$ cat config.mk
export PLATFORM = sky130hd
export DESIGN_NAME = muldiv_arbiter_flat
export DESIGN_NICKNAME = d
export VERILOG_FILES = /design/src/rtl/muldiv_arbiter_if.sv /design/src/rtl/muldiv_arbiter.sv /design/src/flat_wrapper.sv
export SDC_FILE = /design/constraint.sdc
export NUM_CORES = 1
export LEC_CHECK = 0
export CAP_MARGIN = 15
export CORE_AREA = 5 5 110 112
export DETAILED_ROUTE_END_ITERATION = 16
export DIE_AREA = 0 0 115 117
export DONT_BUFFER_PORTS = 1
export GPL_TIMING_DRIVEN = 0
export PLACE_DENSITY = 0.69
export SLEW_MARGIN = 5
export SYNTH_ARGS = -nofsm -noshare
export SYNTH_HDL_FRONTEND = slang
export SYNTH_SLANG_ARGS = --single-unit
export TNS_END_PERCENT = 10
$ cat constraint.sdc
create_clock -name CLK -period 2.4 [get_ports CLK]
set_clock_uncertainty 0.2 [all_clocks]
set_input_delay 0.36 -clock CLK [delete_from_list [all_inputs] [get_ports CLK]]
set_output_delay 0.36 -clock CLK [all_outputs]
set_load 0.03 [all_outputs]
$ cat src/rtl/muldiv_arbiter_if.sv
// muldiv_arbiter_if: bundle of every signal between the muldiv arbiter, its two
// execute-stage requesters and the shared multi-cycle arithmetic unit.
//
// Signal groups:
//   requesters -> arbiter : req_valid, req_opcode0/1, req_src1_0/1, req_src2_0/1,
//                           req_insn_id0/1, resp_ready, flush
//   arbiter -> requesters : req_ready, resp_valid, resp_data, resp_insn_id, arb_busy
//   arbiter -> unit       : unit_opcode, unit_src1, unit_src2
//   unit -> arbiter       : unit_busy, unit_done, unit_result
//
// Modports:
//   slave  : the arbiter's view.
//   master : the environment's view (requesters plus unit), used by benches.
interface muldiv_arbiter_if #(
    parameter int unsigned ALU_OPCODE_WIDTH = 4
);
    logic [1:0]                  req_valid;
    logic [ALU_OPCODE_WIDTH-1:0] req_opcode0;
    logic [ALU_OPCODE_WIDTH-1:0] req_opcode1;
    logic [31:0]                 req_src1_0;
    logic [31:0]                 req_src2_0;
    logic [31:0]                 req_src1_1;
    logic [31:0]                 req_src2_1;
    logic [2:0]                  req_insn_id0;
    logic [2:0]                  req_insn_id1;
    logic [1:0]                  req_ready;

    logic [ALU_OPCODE_WIDTH-1:0] unit_opcode;
    logic [31:0]                 unit_src1;
    logic [31:0]                 unit_src2;
    logic                        unit_busy;
    logic                        unit_done;
    logic [31:0]                 unit_result;

    logic [1:0]                  resp_valid;
    logic [31:0]                 resp_data;
    logic [2:0]                  resp_insn_id;
    logic [1:0]                  resp_ready;

    logic                        flush;
    logic                        arb_busy;

    modport slave (
        input  req_valid, req_opcode0, req_opcode1,
        input  req_src1_0, req_src2_0, req_src1_1, req_src2_1,
        input  req_insn_id0, req_insn_id1,
        output req_ready,
        output unit_opcode, unit_src1, unit_src2,
        input  unit_busy, unit_done, unit_result,
        output resp_valid, resp_data, resp_insn_id,
        input  resp_ready,
        input  flush,
        output arb_busy
    );

    modport master (
        output req_valid, req_opcode0, req_opcode1,
        output req_src1_0, req_src2_0, req_src1_1, req_src2_1,
        output req_insn_id0, req_insn_id1,
        input  req_ready,
        input  unit_opcode, unit_src1, unit_src2,
        output unit_busy, unit_done, unit_result,
        input  resp_valid, resp_data, resp_insn_id,
        output resp_ready,
        output flush,
        input  arb_busy
    );
endinterface

$ cat src/rtl/muldiv_arbiter.sv
// muldiv_arbiter: shares one multi-cycle multiply/divide unit between two
// execute-stage requesters. One operation is in flight at a time: it is issued
// to the unit for exactly one cycle, the arbiter waits for the unit to finish,
// then holds the tagged result for the owning requester until it is acked.
// A flush abandons the in-flight operation; if the unit is still working the
// arbiter drains it (waits for done, discards the result) before re-arbitrating.
//
// Configuration macro:
//   MULDIV_ARB_RR_EN  defined   -> round-robin between tied requesters
//                     undefined -> fixed priority, requester 0 wins ties
//
// Ports:
//   CLK    in  clock, rising edge
//   RST_N  in  asynchronous active-low reset
//   bus    muldiv_arbiter_if.slave (requests, unit handshake, responses, flush,
//          arb_busy). req_ready is combinational; all other outputs registered.
module muldiv_arbiter #(
    parameter int unsigned                 NREQ             = 2,
    parameter int unsigned                 ALU_OPCODE_WIDTH = 4,
    parameter logic [ALU_OPCODE_WIDTH-1:0] ALU_NOP          = '0,
    parameter logic [2:0]                  ID_INVALID       = 3'b111
) (
    input logic             CLK,
    input logic             RST_N,
    muldiv_arbiter_if.slave bus
);

    typedef enum logic [2:0] {
        StIdle,
        StIssue,
        StWait,
        StResp,
        StDrain
    } state_e;

    state_e                      state_q, state_d;
    logic [NREQ-1:0]             eligible;
    logic [NREQ-1:0]             grant;
    logic                        unit_fin;

    logic                        owner_q;
    logic [ALU_OPCODE_WIDTH-1:0] unit_opcode_q;
    logic [31:0]                 unit_src1_q;
    logic [31:0]                 unit_src2_q;
    logic [2:0]                  insn_id_q;
    logic [NREQ-1:0]             resp_valid_q;
    logic [31:0]                 resp_data_q;
    logic [2:0]                  resp_insn_id_q;

    // A NOP request is treated as if it were not requesting at all.
    assign eligible[0] = bus.req_valid[0] && (bus.req_opcode0 != ALU_NOP);
    assign eligible[1] = bus.req_valid[1] && (bus.req_opcode1 != ALU_NOP);

    assign unit_fin = bus.unit_done && !bus.unit_busy;

`ifdef MULDIV_ARB_RR_EN
    // Most recent grantee; reset to 1 so requester 0 wins the first tie.
    logic last_q;

    always_ff @(posedge CLK or negedge RST_N) begin
        if (!RST_N) begin
            last_q <= 1'b1;
        end else if (|grant) begin
            last_q <= grant[1];
        end
    end
`endif

    // Grants only from IDLE and never in a flush cycle.
    always_comb begin
        grant = '0;
        if (state_q == StIdle && !bus.flush) begin
`ifdef MULDIV_ARB_RR_EN
            if (eligible == 2'b11) begin
                grant = last_q ? 2'b01 : 2'b10;
            end else begin
                grant = eligible;
            end
`else
            if (eligible[0]) begin
                grant = 2'b01;
            end else if (eligible[1]) begin
                grant = 2'b10;
            end
`endif
        end
    end

    always_comb begin
        state_d = state_q;
        unique case (state_q)
            StIdle: begin
                if (|grant) state_d = StIssue;
            end
            // The issue always completes; a flush here only diverts to DRAIN.
            StIssue: begin
                state_d = bus.flush ? StDrain : StWait;
            end
            // Flush coinciding with completion: the unit is already free, so the
            // result is dropped and there is nothing left to drain.
            StWait: begin
                if (unit_fin) begin
                    state_d = bus.flush ? StIdle : StResp;
                end else if (bus.flush) begin
                    state_d = StDrain;
                end
            end
            StResp: begin
                if (bus.flush || bus.resp_ready[owner_q]) state_d = StIdle;
            end
            StDrain: begin
                if (unit_fin) state_d = StIdle;
            end
            default: state_d = StIdle;
        endcase
    end

    always_ff @(posedge CLK or negedge RST_N) begin
        if (!RST_N) begin
            state_q        <= StIdle;
            owner_q        <= 1'b0;
            unit_opcode_q  <= ALU_NOP;
            unit_src1_q    <= '0;
            unit_src2_q    <= '0;
            insn_id_q      <= ID_INVALID;
            resp_valid_q   <= '0;
            resp_data_q    <= '0;
            resp_insn_id_q <= ID_INVALID;
        end else begin
            state_q <= state_d;

            // Opcode is presented only during the single ISSUE cycle; operands
            // stay on the unit inputs until the next grant.
            if (|grant) begin
                owner_q <= grant[1];
                if (grant[1]) begin
                    unit_opcode_q <= bus.req_opcode1;
                    unit_src1_q   <= bus.req_src1_1;
                    unit_src2_q   <= bus.req_src2_1;
                    insn_id_q     <= bus.req_insn_id1;
                end else begin
                    unit_opcode_q <= bus.req_opcode0;
                    unit_src1_q   <= bus.req_src1_0;
                    unit_src2_q   <= bus.req_src2_0;
                    insn_id_q     <= bus.req_insn_id0;
                end
            end else if (state_q == StIssue) begin
                unit_opcode_q <= ALU_NOP;
            end

            if (state_q == StWait && state_d == StResp) begin
                resp_valid_q   <= owner_q ? 2'b10 : 2'b01;
                resp_data_q    <= bus.unit_result;
                resp_insn_id_q <= insn_id_q;
            end else if (state_q == StResp && state_d == StIdle) begin
                resp_valid_q   <= '0;
                resp_insn_id_q <= ID_INVALID;
            end
        end
    end

    assign bus.req_ready    = grant;
    assign bus.unit_opcode  = unit_opcode_q;
    assign bus.unit_src1    = unit_src1_q;
    assign bus.unit_src2    = unit_src2_q;
    assign bus.resp_valid   = resp_valid_q;
    assign bus.resp_data    = resp_data_q;
    assign bus.resp_insn_id = resp_insn_id_q;
    assign bus.arb_busy     = (state_q != StIdle);

endmodule
$ cat src/flat_wrapper.sv
// flat-port wrapper written by rule: the top's interface ports become plain ports
module muldiv_arbiter_flat 
#(
    parameter int unsigned                 NREQ             = 2,
    parameter int unsigned                 ALU_OPCODE_WIDTH = 4,
    parameter logic [ALU_OPCODE_WIDTH-1:0] ALU_NOP          = '0,
    parameter logic [2:0]                  ID_INVALID       = 3'b111
)
  (CLK, RST_N, bus_req_valid, bus_req_opcode0, bus_req_opcode1, bus_req_src1_0, bus_req_src2_0, bus_req_src1_1, bus_req_src2_1, bus_req_insn_id0, bus_req_insn_id1, bus_req_ready, bus_unit_opcode, bus_unit_src1, bus_unit_src2, bus_unit_busy, bus_unit_done, bus_unit_result, bus_resp_valid, bus_resp_data, bus_resp_insn_id, bus_resp_ready, bus_flush, bus_arb_busy);
  muldiv_arbiter_if #(.ALU_OPCODE_WIDTH(ALU_OPCODE_WIDTH)) bus_i ();
  input logic CLK;
  input logic RST_N;
  input wire logic [$bits(bus_i.req_valid)-1:0] bus_req_valid;
  input wire logic [$bits(bus_i.req_opcode0)-1:0] bus_req_opcode0;
  input wire logic [$bits(bus_i.req_opcode1)-1:0] bus_req_opcode1;
  input wire logic [$bits(bus_i.req_src1_0)-1:0] bus_req_src1_0;
  input wire logic [$bits(bus_i.req_src2_0)-1:0] bus_req_src2_0;
  input wire logic [$bits(bus_i.req_src1_1)-1:0] bus_req_src1_1;
  input wire logic [$bits(bus_i.req_src2_1)-1:0] bus_req_src2_1;
  input wire logic [$bits(bus_i.req_insn_id0)-1:0] bus_req_insn_id0;
  input wire logic [$bits(bus_i.req_insn_id1)-1:0] bus_req_insn_id1;
  output wire logic [$bits(bus_i.req_ready)-1:0] bus_req_ready;
  output wire logic [$bits(bus_i.unit_opcode)-1:0] bus_unit_opcode;
  output wire logic [$bits(bus_i.unit_src1)-1:0] bus_unit_src1;
  output wire logic [$bits(bus_i.unit_src2)-1:0] bus_unit_src2;
  input wire logic [$bits(bus_i.unit_busy)-1:0] bus_unit_busy;
  input wire logic [$bits(bus_i.unit_done)-1:0] bus_unit_done;
  input wire logic [$bits(bus_i.unit_result)-1:0] bus_unit_result;
  output wire logic [$bits(bus_i.resp_valid)-1:0] bus_resp_valid;
  output wire logic [$bits(bus_i.resp_data)-1:0] bus_resp_data;
  output wire logic [$bits(bus_i.resp_insn_id)-1:0] bus_resp_insn_id;
  input wire logic [$bits(bus_i.resp_ready)-1:0] bus_resp_ready;
  input wire logic [$bits(bus_i.flush)-1:0] bus_flush;
  output wire logic [$bits(bus_i.arb_busy)-1:0] bus_arb_busy;
  assign bus_i.req_valid = bus_req_valid;
  assign bus_i.req_opcode0 = bus_req_opcode0;
  assign bus_i.req_opcode1 = bus_req_opcode1;
  assign bus_i.req_src1_0 = bus_req_src1_0;
  assign bus_i.req_src2_0 = bus_req_src2_0;
  assign bus_i.req_src1_1 = bus_req_src1_1;
  assign bus_i.req_src2_1 = bus_req_src2_1;
  assign bus_i.req_insn_id0 = bus_req_insn_id0;
  assign bus_i.req_insn_id1 = bus_req_insn_id1;
  assign bus_req_ready = bus_i.req_ready;
  assign bus_unit_opcode = bus_i.unit_opcode;
  assign bus_unit_src1 = bus_i.unit_src1;
  assign bus_unit_src2 = bus_i.unit_src2;
  assign bus_i.unit_busy = bus_unit_busy;
  assign bus_i.unit_done = bus_unit_done;
  assign bus_i.unit_result = bus_unit_result;
  assign bus_resp_valid = bus_i.resp_valid;
  assign bus_resp_data = bus_i.resp_data;
  assign bus_resp_insn_id = bus_i.resp_insn_id;
  assign bus_i.resp_ready = bus_resp_ready;
  assign bus_i.flush = bus_flush;
  assign bus_arb_busy = bus_i.arb_busy;
  muldiv_arbiter #(.NREQ(NREQ), .ALU_OPCODE_WIDTH(ALU_OPCODE_WIDTH), .ALU_NOP(ALU_NOP), .ID_INVALID(ID_INVALID)) u_core (.CLK(CLK), .RST_N(RST_N), .bus(bus_i));
endmodule
; Word level (Yosys, flattened, before mapping)
; Index checks and enable logic that the tools add are counted.
[op_classes]
magnitude_cmp = 1
n_mux = 24
eq_ne = 5
reduce_logical = 17
[ops]
columns = operator, n
row1 = 32-bit 2-to-1 mux, 2
row2 = 3-bit 2-to-1 mux, 9
row3 = 3-bit one-hot mux with 5 select lines, 1
row4 = 2-bit 2-to-1 mux, 7
row5 = 4-bit 2-to-1 mux, 3
row6 = "3-bit by 2-bit equality test with 1-bit output, second input constant", 3
row7 = 4-bit nonzero test, 2
row8 = 1-bit logical AND, 6
row9 = 3-bit zero test, 2
row10 = 2-bit nonzero test, 2
row11 = "3-bit by 1-bit equality test with 1-bit output, second input constant", 1
row12 = "3-bit equality test, second input constant", 1
row13 = 3-bit nonzero test, 1
row14 = 1-bit zero test, 2
row15 = "1-bit by 2-bit less-than comparator with 1-bit output, second input constant", 1
row16 = 1-bit 2-to-1 mux, 2
row17 = 2-bit OR reduction, 1
row18 = 1-bit logical OR, 1
[totals]
inputBits = 183
elab_cells = 56
ff_bits = 112
out_inout_bits = 108

; Depth between registers and ports, before layout
; Gate-level depths: netlist of the first run.
[depth]
ltp_word = 12
mapped_depth = 7

; Worst setup path before layout of the first run
; No wires, ideal clock.
[synth_path]
path_type = in2out
from = input bus_req_opcode0[1]
to = output bus_req_ready[1]
path_slack_ps = 226
cell_stages = 4
path_buffers = 1
t_required_ps = 1840
arrival_ps = 1614
path_cell_list = o41ai_4 > nand2b_1 > buf_2 > nor2_1
[synth_via]
elab_chain_len = 4
[synth_rtl]
columns = item, line
row1 = from (decl), flat_wrapper.sv:14  ; input wire logic [$bits(bus_i.req_opcode0)-1:0] bus_req_opcode0;
row2 = 4-bit nonzero test, muldiv_arbiter.sv:51  ; assign eligible[0] = bus.req_valid[0] && (bus.req_opcode0 != ALU_NOP);
row3 = 1-bit logical AND, muldiv_arbiter.sv:51
row4 = 2-bit 2-to-1 mux, muldiv_arbiter.sv:80  ; if (eligible[0]) begin
row5 = 2-bit 2-to-1 mux, muldiv_arbiter.sv:72  ; if (state_q == StIdle && !bus.flush) begin
row6 = to (decl), flat_wrapper.sv:22  ; output wire logic [$bits(bus_i.req_ready)-1:0] bus_req_ready;
; Every way passes these cells.

; Final worst setup path of the first run
[layout_path]
from = register u_core.state_q[1]
to = output bus_req_ready[1]
[layout_via]
elab_chain_len = 3
[layout_rtl]
columns = item, line
row1 = from (decl), muldiv_arbiter.sv:36  ; state_e state_q, state_d;
row2 = from (signal assigned), muldiv_arbiter.sv:120  ; state_q <= StIdle;
row3 = from (signal assigned), muldiv_arbiter.sv:130  ; state_q <= state_d;
row4 = 3-bit zero test, muldiv_arbiter.sv:72
row5 = 1-bit logical AND, muldiv_arbiter.sv:72
row6 = 2-bit 2-to-1 mux, muldiv_arbiter.sv:72
; Every way passes these cells.

==> flow_summary.ini, run 1 <==
[critical_path]
start_kind = flip-flop
crit_path_max_fanout = 9
worstPathArrival_ns = 1.81
crit_end = bus_req_ready[1]
endpoint_kind = primary output
reg2reg_to = u_core.bus.unit_src2[3]$_DFFE_PN0P_
r2r_slack_ns = 0.11
crit_type = reg -> out
required_ns = 1.84
startpoint = u_core.state_q[1]$_DFF_PN0_
reg2reg_from = u_core.state_q[1]$_DFF_PN0_
ff2ff_path_depth = 5

[floorplan]
pin_count = 291
design.die.area_um2 = 13500
coreArea_um2 = 11100
start_util_pct = 42.2
rows = 39
die_w_um = 115
die_h_um = 117

[yosys]
synth-seq-area-share_pct = 59.8
synth_top_family_by_area = compound AO/OA/AOI/OAI gates
synthMuxAreaShare_pct = 8.10
synth_warnings = 0
synth_compound_area_share_pct = 19.5
synth.avg_cell_area_um2 = 11.0
synthAdderAreaFrac_pct = 0
synth_nets = 612
synthesis.instances = 429
yosys.cell_types.count = 34
synth_xor_area_share_pct = 0
syn_area_um2 = 4700
synthSimpleGateAreaFrac_pct = 8.76
ys_seq_elements = 112

[timing]
whs_ns = -0.499
final_hold_viol_count = 112
rsz0062_at_grt = yes
fin_tns_setup_ns = 0
relSlewSlack_pct = 61.0
worst_pin_slew_ns = 0.581
setup_ws_ns = 0.0325
fmax_mhz = 422
drv_slew = 0
period_minus_slack_ns = 2.37
setup_viol = 0
period_share_pct = 98.6

[global_routing]
antenna_found_initial = 1
grt_util_all_layers_pct = 20.9
grt_max_degree = 113
grt-ovfl-total = 0
grt_pass1_vias = 3943
grt_first_pass_wirelength_um = 21600

[clock_tree]
clk_latency_ns = 0.34
cts_made_buffers = 9
numClockSinks = 112
cts_buffer_depth = 2
htreeDepth = 3
cts_tree = done
path_clk_slew_ns = 0.08
clockRootBuffer = clkbuf_16

[place]
dp_slack_ns = -0.379
dp_hpwl_um = 10500
port_buffers = 0
placed_cells = 572
routabilityCongestion = 0.862

[route]
wl_met2_um = 7270
drc = 0
ant_nets = 0
met3_wirelength_um = 1290
drtPass1Iterations = 4
highest_layer = met4
met1_length_um = 5650
vias = 3740
wl_per_cell_um = 23.1
viasPerCell = 5.94
wl_um = 14500
drtIter0Drc = 242

[layout]
register_area_um2 = 2810
multi_input_area_um2 = 1740
drive_above_1_share_pct = 15.0
final_nets = 664
final_cells = 630
layout_commonest_cell = dfrtp_1
mostFrequentLayoutCells = dfrtp_1, nor2_1, o22ai_1, a21oi_1, dlygate4sd3_1
fillCellCount = 1000
syn_to_final_growth_pct = 20.0

[run_status]
status = finished, violations left
violations = negative hold slack

[flow_run]
drv_cap = 0

[pwr]
irDropWorstVdd_uv = 667
cellPowerDensity_nw_per_um2 = 1510
p_leak_uw = 0.00236

[min_path]
hold_path.class = in -> async
[state kept, by name, summed over array words and instances (netlist names)]
register                 count
u_core.bus.resp_data        32
u_core.bus.resp_insn_id      3
u_core.bus.resp_valid        2
u_core.bus.unit_opcode       4
u_core.bus.unit_src1        32
u_core.bus.unit_src2        32
u_core.insn_id_q             3
u_core.owner_q               1
u_core.state_q               3
[synthesized netlist by cell type]
library cell  number  area (µm²)
a21oi_1           68         340
a21oi_2            1        8.76
a221o_1            4        40.0
and3_1             4        25.0
buf_2             14        70.1
buf_4              4        30.0
buf_6              1        11.3
clkbuf_1          17        63.8
dfrtp_1          106        2650
dfstp_2            6         158
inv_1              1        3.75
mux2_1            12         135
mux2_2            20         225
mux2i_1            2        20.0
nand2_1            1        3.75
nand2b_1           3        18.8
nand3_1            1        5.00
nand3b_1           1        7.51
nand4_1            1        6.26
nor2_1            74         278
nor2b_1            3        18.8
nor3_1             1        5.00
nor4_1             1        6.26
nor4_2             1        12.5
o21ai_0            3        15.0
o21ai_1            2        10.0
o22a_1             3        26.3
o22ai_1           68         425
o31ai_1            1        7.51
o41ai_2            1        16.3
o41ai_4            1        27.5
or3_1              1        6.26
or4_1              1        7.51
or4_4              1        11.3
[per-layer routing]
layer	global-route usage [%]	vias up
met5	0	-
met2	34.3	217
met4	7.36	0
met1	26.3	1830
li1	-	1672
met3	6.38	21
[kinds of logic (layout without fill, tap and decap cells)]
family	after synthesis	after routing
mux	34	34
flops	112	112
simple gates	94	94
buf+inv	37	94
compound gates	152	152
other cells	0	1
[final cells by class]
class | count | share of cell area (%)
buffer | 36 | 3.29
clock inverter | 6 | 1.31
multi-input combinational | 280 | 30.9
inverter | 1 | 0.0666
tap | 143 | 3.17
antenna | 1 | 0.0444
sequential | 112 | 49.9
clock buffer | 10 | 4.24
timing repair buffer | 41 | 7.15
[power breakdown]
part	internal [µW]	switching [µW]
clock	854	703
combinational	767	974
sequential	2800	2420
total	4420	4090
[how the worst min path moves through the flow]
stage	slack [ns]	start	end	depth (start not counted)
after global placement	-0.13	RST_N	u_core.bus.resp_data[26]$_DFFE_PN0P_	0
final	-0.50	RST_N	u_core.bus.resp_data[17]$_DFFE_PN0P_	0
after global routing	-0.53	RST_N	u_core.bus.resp_data[8]$_DFFE_PN0P_	0
after CTS	-0.51	RST_N	u_core.bus.unit_src2[11]$_DFFE_PN0P_	0
after detailed placement	-0.13	RST_N	u_core.bus.resp_data[17]$_DFFE_PN0P_	0
after floorplan	-0.14	RST_N	u_core.bus.resp_data[0]$_DFFE_PN0P_	0
[what timing repair did]
item | 4_1_cts | 5_1_grt
resized for setup | 5 | 7
endpoints found under the hold margin | 150 | 113
pin swaps | 1 | 1
endpoints found under the setup margin | 32 | 32
hold buffers | 37 | 1
buffers inserted | 3 | 0
[critical path, stage by stage (launching register included)]
cell and delay, ns:
dfrtp_1 0.36, buf_2 0.18, or4_4 0.62, nor2_4 0.30
[through the flow]
step	total power (µW)	hold WS, ns	cell area (µm²)	utilization, %
detailed placement	6900	-0.133	4880	43.8
floorplan	6290	-0.136	4700	-
global route	8950	-0.527	5640	50.7
CTS	8520	-0.508	5600	50.4
finish	8510	-0.499	5640	50.7
global placement	6780	-0.133	4880	43.8
No activity file was read; power rests on OpenSTA's default activity.
==> run 2, diff against run 1 <==
--- a/config.mk
+++ b/config.mk
@@ -11,6 +11,7 @@
 export DIE_AREA = 0 0 115 117
 export DONT_BUFFER_PORTS = 1
 export GPL_TIMING_DRIVEN = 0
+export HOLD_SLACK_MARGIN = 0.03
 export PLACE_DENSITY = 0.69
 export SLEW_MARGIN = 5
 export SYNTH_ARGS = -nofsm -noshare
==> run 2 against run 1 <==
Net effect: the flow still finishes with violations (negative hold slack); setup slack worse by 0.0020 ns; non-clock buffer count increased by 25; global-route usage up 0.37 points; register-to-register slack better by 0.02 ns; critical path type unchanged; critical endpoint unchanged.
==> flow_summary.ini, run 2 (synthesis results as in run 1) <==
[floorplan]
die_h_um = 117
rows = 39
die_w_um = 115
coreArea_um2 = 11100
pin_count = 291
design.die.area_um2 = 13500
start_util_pct = 42.2

[place]
dp_slack_ns = -0.379
routabilityCongestion = 0.862
port_buffers = 0
dp_hpwl_um = 10500

[critical_path]
crit_path_max_fanout = 9
crit_type = reg -> out
start_kind = flip-flop
cp_slowest_stage_delay_ns = 0.62
worstPathArrival_ns = 1.81
cp_cell_sequence = buf_2, or4_4, nor2_4
critPathSlowestCell = or4_4
endpoint_kind = primary output
required_ns = 1.84

[clock_tree]
cts_made_buffers = 9
clockRootBuffer = clkbuf_16
path_clk_slew_ns = 0.08
clk_latency_ns = 0.34
htreeDepth = 3
cts_buffer_depth = 2
cts_tree = done
numClockSinks = 112

[run_status]
violations = negative hold slack
status = finished, violations left

[timing]
fmax_mhz = 422
whs_ns = -0.500
drv_slew = 0
setup_viol = 0
rsz0062_at_grt = yes
final_hold_viol_count = 112
relSlewSlack_pct = 59.4
setup_ws_ns = 0.0306
period_minus_slack_ns = 2.37
fin_tns_setup_ns = 0
period_share_pct = 98.7
worst_pin_slew_ns = 0.608

[layout]
fin_util_pct = 53.0
layout_commonest_cell = dfrtp_1
fillCellCount = 959
drive_above_1_share_pct = 14.3
syn_to_final_growth_pct = 25.4
final_nets = 689
mostFrequentLayoutCells = dfrtp_1, nor2_1, o22ai_1, a21oi_1, dlygate4sd3_1

[global_routing]
grt_first_pass_wirelength_um = 22000
grt_max_degree = 113
grt_pass1_vias = 4064
antenna_found_initial = 1
grt_util_all_layers_pct = 21.2
grt-ovfl-total = 0

[pwr]
p_leak_uw = 0.00246
irDropWorstVdd_uv = 689
power_uw = 8570
cellPowerDensity_nw_per_um2 = 1450

[route]
wl_um = 15000
ant_nets = 0
wl_per_cell_um = 22.9
viasPerCell = 5.97
drc = 0
drtPass1Iterations = 4
drtIter0Drc = 218
vias = 3908

[flow_run]
drv_cap = 0

[min_path]
hold_path.class = in -> async
-- run 2: cell types whose count changed in the layout (fill, tap and decap cells not counted), sizes merged --
cell and change:
buf -1, dlygate4sd3 +25, clkbuf +1
-- run 2: power breakdown --
group	internal (µW)	leakage, µW	switching [µW]
combinational	801	0.00101	988
clock	854	0.000154	705
sequential	2800	0.00130	2420
-- run 2: metal layers --
metal / vias to the layer above / track usage [%] / routed length (µm)
met2: 224 / 35.4 / 7590
met5: - / 0 / 0
met3: 29 / 6.38 / 1210
met1: 1932 / 26.4 / 5860
met4: 0 / 7.51 / 347
li1: 1723 / - / -
-- run 2: path summary, 6_finish.rpt --
check                                           startpoint                              endpoint  slack, ns  cells after the start
min in group CLK                         bus_req_src1_1[3]   u_core.bus.unit_src1[3]$_DFFE_PN0P_       0.03                      2
setup / recovery               u_core.state_q[1]$_DFF_PN0_                      bus_req_ready[1]       0.03                      3
setup reg to reg               u_core.state_q[0]$_DFF_PN0_  u_core.bus.resp_data[30]$_DFFE_PN0P_       0.13                      6
hold / removal                                       RST_N  u_core.bus.resp_data[17]$_DFFE_PN0P_      -0.50                      0
max in group asynchronous                            RST_N       u_core.insn_id_q[2]$_DFFE_PN1P_       2.28                      0
hold reg to reg            u_core.insn_id_q[0]$_DFFE_PN1P_       u_core.insn_id_q[0]$_DFFE_PN1P_       0.31                      2
-- run 2: through the flow --
stage | std cells | area, µm²
floorplan | 429 | 4700
global placement | 572 | 4880
detailed placement | 572 | 4880
CTS | 651 | 5830
global route | 655 | 5890
finish | 655 | 5890
-- run 2: layout make-up --
type | instances | area [µm²] | share of cell area, %
sequential | 112 | 2810 | 47.7
tap | 143 | 179 | 3.04
inverter | 1 | 3.75 | 0.0637
antenna | 1 | 2.50 | 0.0425
multi-input combinational | 280 | 1740 | 29.5
clock buffer | 10 | 239 | 4.06
clock inverter | 6 | 73.8 | 1.25
buffer | 36 | 191 | 3.25
timing repair buffer | 66 | 653 | 11.1
-- run 2: timing repair --
item                                   CTS  global route
hold buffers                            60             3
gates cloned                             0             0
setup endpoints to repair               32            32
setup buffers                            3             0
pin swaps                                1             1
endpoints found under the hold margin  173           115
resized for setup                        5             9
-- run 2: worst max-delay path: cells and delay by family, from the launching register on --
kind | cells | cell delay (ns)
and+or+nand+nor | 2 | 0.93
DFF | 1 | 0.36
buffers and inverters | 1 | 0.18
==> run 3, diff against run 2 <==
--- a/config.mk
+++ b/config.mk
@@ -6,13 +6,13 @@
 export NUM_CORES = 1
 export LEC_CHECK = 0
 export CAP_MARGIN = 15
-export CORE_AREA = 5 5 110 112
+export CORE_AREA = 5 5 111 113
 export DETAILED_ROUTE_END_ITERATION = 16
-export DIE_AREA = 0 0 115 117
+export DIE_AREA = 0 0 116 118
 export DONT_BUFFER_PORTS = 1
 export GPL_TIMING_DRIVEN = 0
 export HOLD_SLACK_MARGIN = 0.03
-export PLACE_DENSITY = 0.69
+export PLACE_DENSITY = 0.68
 export SLEW_MARGIN = 5
 export SYNTH_ARGS = -nofsm -noshare
 export SYNTH_HDL_FRONTEND = slang
==> run 3 against run 2 <==
Net effect: the run still ends with negative hold slack left; via count up 3.0%; hold slack worse by 0.0072 ns; critical path depth unchanged; largest power group unchanged.
==> flow_summary.ini, run 3 (synthesis results as in run 1) <==
[run_status]
status = finished, violations left
violations = negative hold slack

[place]
routabilityCongestion = 0.828
dp_hpwl_um = 10700
dp_slack_ns = -0.330
port_buffers = 0

[clock_tree]
clockRootBuffer = clkbuf_16
cts_buffer_depth = 2
path_clk_slew_ns = 0.08
cts_made_buffers = 9
cts_tree = done
clk_latency_ns = 0.35
htreeDepth = 3
numClockSinks = 112

[timing]
whs_ns = -0.507
setup_ws_ns = 0.0388
relSlewSlack_pct = 61.0
drv_slew = 0
fmax_mhz = 424
period_share_pct = 98.4
rsz0062_at_grt = yes
final_hold_viol_count = 112
setup_viol = 0
period_minus_slack_ns = 2.36
worst_pin_slew_ns = 0.580
fin_tns_setup_ns = 0

[critical_path]
worst-path-buf-inv = 1
critPathTopFamily = simple AND/OR/NAND/NOR gates
worstPathArrival_ns = 1.80
cp_slowest_stage_delay_ns = 0.61
start_kind = flip-flop
required_ns = 1.84
cp_cell_sequence = buf_2, or4_4, nor2_4
endpoint_kind = primary output
crit_type = reg -> out
critPathSlowestCell = or4_4
crit_path_max_fanout = 9
crit_cells = 3
ff2ff_path_depth = 7
r2r_slack_ns = 0.13

[global_routing]
grt-ovfl-total = 0
grt_first_pass_wirelength_um = 23300
grt_max_degree = 113
grt_pass1_vias = 4304
antenna_found_initial = 0
grt_util_all_layers_pct = 22.0

[floorplan]
die_h_um = 118
coreArea_um2 = 11200
start_util_pct = 41.9
die_w_um = 116
rows = 39
pin_count = 291
design.die.area_um2 = 13700

[layout]
mostFrequentLayoutCells = dfrtp_1, dlygate4sd3_1, nor2_1
antenna_cells = 0
final_nets = 721
layout_commonest_cell = dfrtp_1
drive_above_1_share_pct = 14.0
syn_to_final_growth_pct = 32.2

[route]
wl_per_cell_um = 23.1
drtPass1Iterations = 5
vias = 4025
wl_um = 15800
ant_nets = 0
viasPerCell = 5.87
drc = 0
drtIter0Drc = 304

[flow_run]
drv_cap = 0

[pwr]
cellPowerDensity_nw_per_um2 = 1390
irDropWorstVdd_uv = 858
p_leak_uw = 0.00260

[min_path]
hold_path.class = in -> async
-- run 3: metrics by stage --
step	area (µm²)	instances	power [µW]	utilization [%]
after global routing	6210	686	9070	55.3
after floorplan	4700	429	6290	-
after CTS	6170	683	8640	54.9
after detailed placement	4880	572	6890	43.5
after global placement	4880	572	6770	43.5
final	6210	686	8660	55.3
-- run 3: path summary, 6_finish.rpt --
path	from	to
max in group asynchronous	RST_N	u_core.bus.resp_insn_id[2]$_DFFE_PN1P_
worst max register to register	u_core.state_q[1]$_DFF_PN0_	u_core.bus.unit_src2[3]$_DFFE_PN0P_
worst min-delay path	RST_N	u_core.bus.unit_src2[17]$_DFFE_PN0P_
worst max-delay path	u_core.state_q[1]$_DFF_PN0_	bus_req_ready[1]
min in group CLK	bus_req_insn_id1[1]	u_core.insn_id_q[1]$_DFFE_PN1P_
worst min register to register	u_core.insn_id_q[2]$_DFFE_PN1P_	u_core.insn_id_q[2]$_DFFE_PN1P_
-- run 3: layout make-up --
type | instances | area, µm²
Tap cell | 143 | 179
Buffer | 36 | 179
Multi-Input combinational cell | 280 | 1750
Clock inverter | 7 | 93.8
Timing Repair Buffer | 98 | 968
Inverter | 1 | 3.75
Clock buffer | 9 | 225
Fill cell | 900 | 5010
Sequential cell | 112 | 2810
-- run 3: worst reg2reg max path: stages, from the launching register on --
cell	delay [ns]
dfrtp_1	0.36
buf_2	0.18
or4_4	0.62
a21oi_4	0.17
buf_4	0.16
buf_2	0.23
nor2_1	0.09
a21oi_1	0.18
-- run 3: routing by layer --
metal | wire length (µm) | vias up | track usage [%] | share of wire (%)
li1 | - | 1783 | - | -
met1 | 5660 | 1967 | 24.8 | 36
met2 | 8350 | 250 | 38.5 | 53
met3 | 1470 | 25 | 6.32 | 9.3
met4 | 340 | 0 | 8.63 | 2.1
met5 | 0 | - | 0 | 0
-- run 3: timing repair --
action	in CTS	in global routing
resized for setup	6	6
setup buffers	3	2
pin swaps	1	2
hold buffers	92	1
endpoints found under the setup margin	32	31
hold endpoints to repair	201	113
-- run 3: power breakdown --
part | leakage (µW) | switching (µW) | total, µW | internal [µW]
Sequential | 0.00130 | 2430 | 5230 | 2800
Clock | 0.000153 | 746 | 1590 | 842
Combinational | 0.00115 | 1010 | 1840 | 836
